<file path="config.mk">
export PLATFORM = sky130hd
export DESIGN_NAME = line_buffer_fwft_reader
export DESIGN_NICKNAME = d
export VERILOG_FILES = /design/src/rtl/line_buffer_fwft_reader.sv
export SDC_FILE = /design/constraint.sdc
export NUM_CORES = 1
export LEC_CHECK = 0
export BUFFER_PORTS_ARGS = -buffer_cell sky130_fd_sc_hd__buf_2
export CORE_MARGIN = 5
export CORE_UTILIZATION = 45
export DETAILED_ROUTE_END_ITERATION = 10
export HOLD_SLACK_MARGIN = 0.12
export PLACE_DENSITY = 0.78
export SYNTH_ARGS = -nofsm -noshare
export SYNTH_HDL_FRONTEND = slang
export SYNTH_SLANG_ARGS = --single-unit
</file>
<file path="constraint.sdc">
create_clock -name rclk -period 4.2 [get_ports rclk]
set_input_delay 0.63 -clock rclk [delete_from_list [all_inputs] [get_ports rclk]]
set_output_delay 0.63 -clock rclk [all_outputs]
set_load 0.01 [all_outputs]
</file>
<file path="src/rtl/line_buffer_fwft_reader.sv">
// Read-side consumer for the line-buffer FIFO controller.
// Turns the controller's native read port (r_en/rempty, data one cycle after
// the strobe) into a first-word-fall-through valid/ready stream with a
// head + skid buffer, and tags every word with its column/row position and
// line/frame markers.
module line_buffer_fwft_reader #(
  parameter int c_DATA_WIDTH  = 8,
  parameter int c_COL_WIDTH   = 10,
  parameter int c_ROW_WIDTH   = 10,
  parameter int c_LINE_LEN    = 640,
  parameter int c_FRAME_LINES = 480
) (
  input  logic                    rclk,
  input  logic                    rrst,
  input  logic                    fifo_rempty,
  output logic                    fifo_ren,
  input  logic [c_DATA_WIDTH-1:0] fifo_rdata,
  output logic                    m_valid,
  input  logic                    m_ready,
  output logic [c_DATA_WIDTH-1:0] m_data,
  output logic [c_COL_WIDTH-1:0]  m_col,
  output logic [c_ROW_WIDTH-1:0]  m_row,
  output logic                    m_last,
  output logic                    m_sof
);

  localparam logic [c_COL_WIDTH-1:0] LAST_COL = c_COL_WIDTH'(c_LINE_LEN - 1);
  localparam logic [c_ROW_WIDTH-1:0] LAST_ROW = c_ROW_WIDTH'(c_FRAME_LINES - 1);

  logic [1:0]              occ;       // words held in head + skid
  logic                    inflight;  // read issued last cycle, data on fifo_rdata now
  logic [c_DATA_WIDTH-1:0] head;
  logic [c_DATA_WIDTH-1:0] skid;
  logic [1:0]              depth;     // occ + inflight, never exceeds 2
  logic                    pop;
  logic                    cap;

  assign pop     = m_valid & m_ready;
  assign cap     = inflight;
  assign depth   = occ + {1'b0, inflight};
  assign m_valid = (occ != 2'd0);
  assign m_data  = head;

  // Issue a read only when the word is guaranteed a slot on return; a pop
  // this cycle frees one, which keeps reads going back-to-back.
  always_comb begin
    fifo_ren = 1'b0;
    if (!rrst && !fifo_rempty)
      fifo_ren = (depth < 2'd2) | ((depth == 2'd2) & pop);
  end

  // Return path: capture the RAM word into head or skid, shift skid on pop.
  always_ff @(posedge rclk or posedge rrst) begin
    if (rrst) begin
      occ      <= 2'd0;
      inflight <= 1'b0;
      head     <= '0;
      skid     <= '0;
    end else begin
      inflight <= fifo_ren;
      occ      <= occ + {1'b0, cap} - {1'b0, pop};
      if (cap) begin
        if (occ == 2'd0 || (pop && occ == 2'd1)) begin
          head <= fifo_rdata;
        end else if (pop && occ == 2'd2) begin
          head <= skid;
          skid <= fifo_rdata;
        end else begin
          skid <= fifo_rdata;
        end
      end else if (pop && occ == 2'd2) begin
        head <= skid;
      end
    end
  end

  // Position counters track the head word and advance on each pop.
  always_ff @(posedge rclk or posedge rrst) begin
    if (rrst) begin
      m_col <= '0;
      m_row <= '0;
    end else if (pop) begin
      if (m_col == LAST_COL) begin
        m_col <= '0;
        m_row <= (m_row == LAST_ROW) ? '0 : m_row + 1'b1;
      end else begin
        m_col <= m_col + 1'b1;
      end
    end
  end

  assign m_last = (m_col == LAST_COL);
  assign m_sof  = (m_col == '0) && (m_row == '0);

endmodule

</file>
==> results of run 1 <==
-- state kept, by name, indices dropped and copies added, names as in the netlist --
register and cells:
skid 8, cap 1, m_col 10, m_row 10, m_data 8, occ 2
-- final cells by class --
class	count	area share
clock buffer	6	0.0357
inverter	10	0.0162
sequential	39	0.421
tap	52	0.0281
multi-input combinational	127	0.397
clock inverter	1	0.00216
timing repair buffer	45	0.0994
-- per-stage QoR --
step	hold slack [ns]	utilization
detailed placement	0.493	0.519
global route	0.503	0.539
floorplan	0.479	-
CTS	0.479	0.539
finish	0.455	0.539
global placement	0.486	0.519
-- power groups by stage --
stage                     clock [uW]  combinational (uW)  sequential, uW
final                            250                 384             598
after global routing             278                 437             615
after CTS                        260                 392             598
after detailed placement           0                 391             604
after global placement             0                 381             598
after floorplan                    0                 246             607
-- placed cells by master, fill, tap and decap left out, types with 4 or more instances in the layout --
cell type | Yosys | final
nand2_1 | 18 | 18
o21ai_0 | 12 | 12
inv_1 | 10 | 10
xnor2_1 | 6 | 6
o21ai_1 | 4 | 4
or3_1 | 4 | 4
xor2_1 | 4 | 4
nand3_1 | 8 | 8
clkbuf_8 | 0 | 6
mux2i_1 | 9 | 9
mux2_2 | 9 | 9
dfrtp_1 | 39 | 39
nand4_1 | 5 | 5
ha_1 | 6 | 6
buf_2 | 1 | 43
nor2_1 | 4 | 4
-- per-layer routing --
| layer | vias to the layer above | part of all wire |
|---|---|---|
| met5 | - | 0 |
| met3 | 5 | 0.046 |
| met1 | 741 | 0.47 |
| li1 | 746 | - |
| met2 | 34 | 0.46 |
| met4 | 0 | 0.018 |
-- logic make-up after synthesis --
kind of cell | count (synthesis)
and+or+nand+nor | 63
DFF | 39
AOI/OAI and AO/OA | 30
muxes | 18
buffers and inverters | 17
xor gates and xnor gates | 10
adders and majority gates | 6
-- how the worst min path moves through the flow --
| stage | from | end | slack (ns) | depth (start not counted) |
|---|---|---|---|---|
| after global routing | rrst | occ[0] | 0.50 | 3 |
| after detailed placement | skid[0] | skid[0] | 0.49 | 1 |
| final | rrst | cap | 0.46 | 3 |
| after CTS | rrst | occ[0] | 0.48 | 3 |
| after floorplan | skid[0] | skid[0] | 0.48 | 1 |
| after global placement | skid[0] | skid[0] | 0.49 | 1 |
-- cell usage after synthesis (4+ instances only) --
library cell	instances	area, um2
clkbuf_1	4	15.0
nand3_1	8	40.0
or3_1	4	25.0
nor2_1	4	15.0
mux2_2	9	101
xor2_1	4	35.0
nand4_1	5	31.3
o21ai_0	12	60.1
inv_1	10	37.5
mux2i_1	9	90.1
o21ai_1	4	20.0
ha_1	6	75.1
xnor2_1	6	52.6
dfrtp_1	39	976
nand2_1	18	67.6
-- worst reg2reg max path, cell delays in order, from the launching register on --
cell and delay, ns:
dfrtp_1 0.43, ha_1 0.20, nand3_1 0.18, or4_4 0.64
o41ai_2 0.35, o41ai_1 0.11
==> impl_metrics.ini, run 1 <==
[synthesis]
synth_mux_area_frac = 0.0973
ys_types = 40
synth_edf_count = 0
synth_area_per_cell_um2 = 10.8
synth_adder_area_share = 0.0381
synth-simple-area-share = 0.193
ys_seq_area_frac = 0.496
synthArstFlopShare = 1.00
netlist_instances = 183
ys_ff_latch = 39
synth-compound-area-share = 0.0947
syn-cell-area_mm2 = 0.00197
synth_top_family_by_area = simple AND/OR/NAND/NOR gates
synthXorXnorAreaFrac = 0.0445
yosys_most_used_dff = dfrtp_1
synth_warnings = 0
syn-num-nets = 201

[power]
internal_power_uw = 813
clkPwrFrac = 0.203
p_total_uw = 1230
p_sw_frac = 0.340
leakage_uw = 0.00114
p_per_area_mw_per_mm2 = 532
power_frac_seq = 0.485
p_comb_frac = 0.312
ir_drop_mv = 0.322
p_switching_uw = 418

[timing]
finalSetupTns_ns = 0
finalCriticalPeriod_ns = 2.41
drv_slew = 0
setup_viol = 0
skew_ns = 0.00446
period_share = 0.574
setup_slack_ns = 1.79
hold_viol_final = 0
slew_headroom = 0.510
fmax_ghz = 0.415
worst_pin_slew_ns = 0.730
rsz0062_at_grt = no

[place]
dp_hpwl_um = 2960
pre_cts_ws_ns = 1.95
io_buffers = 43
gp_congestion = 0.789
post_dp_cell_area_mm2 = 0.00223
dp.cells = 273

[setup_path]
arrival_ns = 1.78
crit_type = register to output pin
worstReg2RegStart = m_col[0]
start_kind = register
slowest_stage = dfrtp_1
critPathCapture = m_sof
crit_chain = inv_1 -> ha_1 -> nor4b_1 -> nand3_1 -> nor4_1 -> buf_2
worstPathMaxFanout = 7
rr_endpoint = m_row[8]
crit_start = m_row[0]
cp_top_family = simple AND/OR/NAND/NOR gates
required_ns = 3.57
endpoint_kind = output pin
r2r_cells = 5
crit_cells = 6
slowest_delay_ns = 0.46
r2r_setup_slack_ns = 2.17
crit_buf_inv = 2

[clock_network]
cts_root_buf = clkbuf_8
cts_tree = done
post_cts_resize_count = 0
clk_path_buf_depth = 2
hold_buffers = 0
postCtsSetupRepairBufs = 0
cts_sinks = 39
htreeDepth = 2
clkTransAtPathRegs_ns = 0.07
cts_made_buffers = 5
clock_latency_ns = 0.28

[floorplan]
start_util = 0.458
coreArea_mm2 = 0.00429
fp.dieW_um = 76.1
num_rows = 24
dieArea_mm2 = 0.00580
io_pins = 44
die_h_um = 76.1

[global_route]
use_met3 = 0.0319
top_usage_layer = met2
grt.total_usage = 0.143
grt_use_met2 = 0.235
grt_pass1_vias = 1514
grt_use_met1 = 0.178
grt-ovfl-total = 0
grt_max_degree = 40
antenna_found_initial = 0
grt_pass1_wl_um = 6910

[run_status]
status = finished, final reports clean

[detailed_routing]
via_count = 1526
drtAntennaViolNets = 0
first_pass_iters = 4
routed_via_density = 5.45
drc = 0
postRouteWirelength_um = 4110
first_iter_violations = 105
wl_per_cell_um = 14.7

[layout]
finalNonFillerCells = 280
regArea_um2 = 976
nets = 246
num_antenna_cells = 0
final_area_mm2 = 0.00232
fill_cells = 404
drive_gt1_frac = 0.294
area_growth_pct = 17.7
multi_input_area_um2 = 920

[job]
drv_cap = 0

[min_path]
hp-class = input pin to asynchronous set/reset pin
Note: power is estimated with default switching activity, not from simulation.
==> run 2: changes to the inputs <==
==> constraint.sdc (replaced) <==
create_clock -name rclk -period 2.31 [get_ports rclk]
set_input_delay 0.3465 -clock rclk [delete_from_list [all_inputs] [get_ports rclk]]
set_output_delay 0.3465 -clock rclk [all_outputs]
set_load 0.01 [all_outputs]
==> run 2 against run 1 <==
  * Clock skew shrank 0.00075 ns
  * Combinational power rose by 83%
  * Total power grew 93%
  * Largest power group unchanged
  * Global-route usage grew 0.21 points
  * Critical path type unchanged
  * Final cell count grew 1.4%
  * Die area unchanged
  * Setup slack got worse by 1.6 ns
  * Wire length decreased by 1.8%
  * Design area increased by 2.5%
  * First-iteration DRC count decreased by 3.8%
==> impl_metrics.ini, run 2 (synthesized netlist as in run 1, its figures left out) <==
[run_status]
status = finished, final reports clean

[floorplan]
io_pins = 44
start_util = 0.458
num_rows = 24
dieArea_mm2 = 0.00580
die_h_um = 76.1
fp.dieW_um = 76.1
coreArea_mm2 = 0.00429

[setup_path]
crit_start = occ[1]
worstReg2RegStart = m_col[0]
required_ns = 1.96
worstPathMaxFanout = 7
arrival_ns = 1.81
crit_type = register to output pin
start_kind = register
endpoint_kind = output pin

[layout]
drive_gt1_frac = 0.310
finalNonFillerCells = 284
final_util = 0.553
reg_top3 = m_col (10), m_row (10)
area_growth_pct = 20.7
layout_common_cells = buf_2 (43), dfrtp_1 (39), nand2_1 (18)
final_common_cell = buf_2
nets = 249
num_antenna_cells = 0

[timing]
rsz0062_at_grt = no
skew_ns = 0.00371
slew_headroom = 0.615
drv_slew = 0
finalCriticalPeriod_ns = 2.16
hold_viol_final = 0
setup_viol = 0
worst_pin_slew_ns = 0.576
finalSetupTns_ns = 0
period_share = 0.935
fmax_ghz = 0.463

[power]
ir_drop_mv = 0.637
p_per_area_mw_per_mm2 = 1000
leakage_uw = 0.00117

[global_route]
grt_use_met1 = 0.200
grt_use_met2 = 0.217
grt_max_degree = 40
grt.total_usage = 0.145
grt-ovfl-total = 0
top_usage_layer = met2
grt_pass1_vias = 1407
antenna_found_initial = 0
use_met3 = 0.0402
grt_pass1_wl_um = 6930

[place]
dp.cells = 276
io_buffers = 43
gp_congestion = 0.813
dp_hpwl_um = 2890

[detailed_routing]
postRouteWirelength_um = 4040
drc = 0
first_pass_iters = 6
drtAntennaViolNets = 0
via_count = 1510
routed_via_density = 5.32
wl_per_cell_um = 14.2
first_iter_violations = 101

[clock_network]
cts_made_buffers = 5
cts_tree = done
clkTransAtPathRegs_ns = 0.08
postCtsSetupRepairBufs = 0
cts_sinks = 39
cts_root_buf = clkbuf_8
htreeDepth = 2
clock_latency_ns = 0.28
clk_path_buf_depth = 2

[job]
drv_cap = 0

[min_path]
hp-class = input pin to asynchronous set/reset pin
## run 2: cell count changes in the layout (fill, tap and decap cells not counted), sizes merged
cell    delta
bufinv     +1
buf        +3
## run 2: worst max-delay path: stages (launching register included)
cell and delay (ns):
dfrtp_1 0.46, o21ai_1 0.45, inv_1 0.22, a21oi_1 0.20
nor3_1 0.07, buf_2 0.14
## run 2: where the power goes
group          total (uW)  switching (uW)  leakage [uW]  internal (uW)
Combinational         704             354      0.000623            350
Sequential           1090             188      0.000485            898
Clock                 587             237     0.0000612            350
## run 2: what timing repair did
item | in CTS | in global routing
setup endpoints to repair | 0 | 1
hold buffers | 0 | 0
gates resized for setup | 0 | 1
## run 2: path summary, 6_finish.rpt
path / endpoint / cells past startpoint / slack, ns
max: fifo_ren / 5 / 0.15
min: occ[1] / 3 / 0.16
max reg2reg: m_row[8] / 5 / 0.28
min reg2reg: skid[4] / 1 / 0.51
max in group asynchronous: m_data[5] / 3 / 1.79
min in group rclk: cap / 2 / 0.22
## run 2: final cells by class
type,instances,area (um2)
fillers,387,1920
flip-flops and latches,39,976
multi-input cells,127,926
repair buffers,48,253
clock buffers,6,82.6
well taps,52,65.1
inverters,10,37.5
clock inverters,2,35.0
## run 2: routing by layer
layer / part of all wire / routed length, um
met1: 0.47 / 1890
met2: 0.46 / 1880
met3: 0.051 / 205
met4: 0.016 / 63
met5: 0 / 0
## run 2: stage by stage
step / area (um2) / total power, uW / hold slack (ns) / worst slack (ns)
2_1_floorplan: 1970 / 1550 / 0.463 / 0.293
3_3_place_gp: 2250 / 1780 / 0.486 / 0.365
3_5_place_dp: 2250 / 1820 / 0.492 / 0.299
4_1_cts: 2370 / 2410 / 0.197 / 0.112
5_1_grt: 2370 / 2570 / 0.225 / 0.00996
6_report: 2370 / 2380 / 0.160 / 0.149
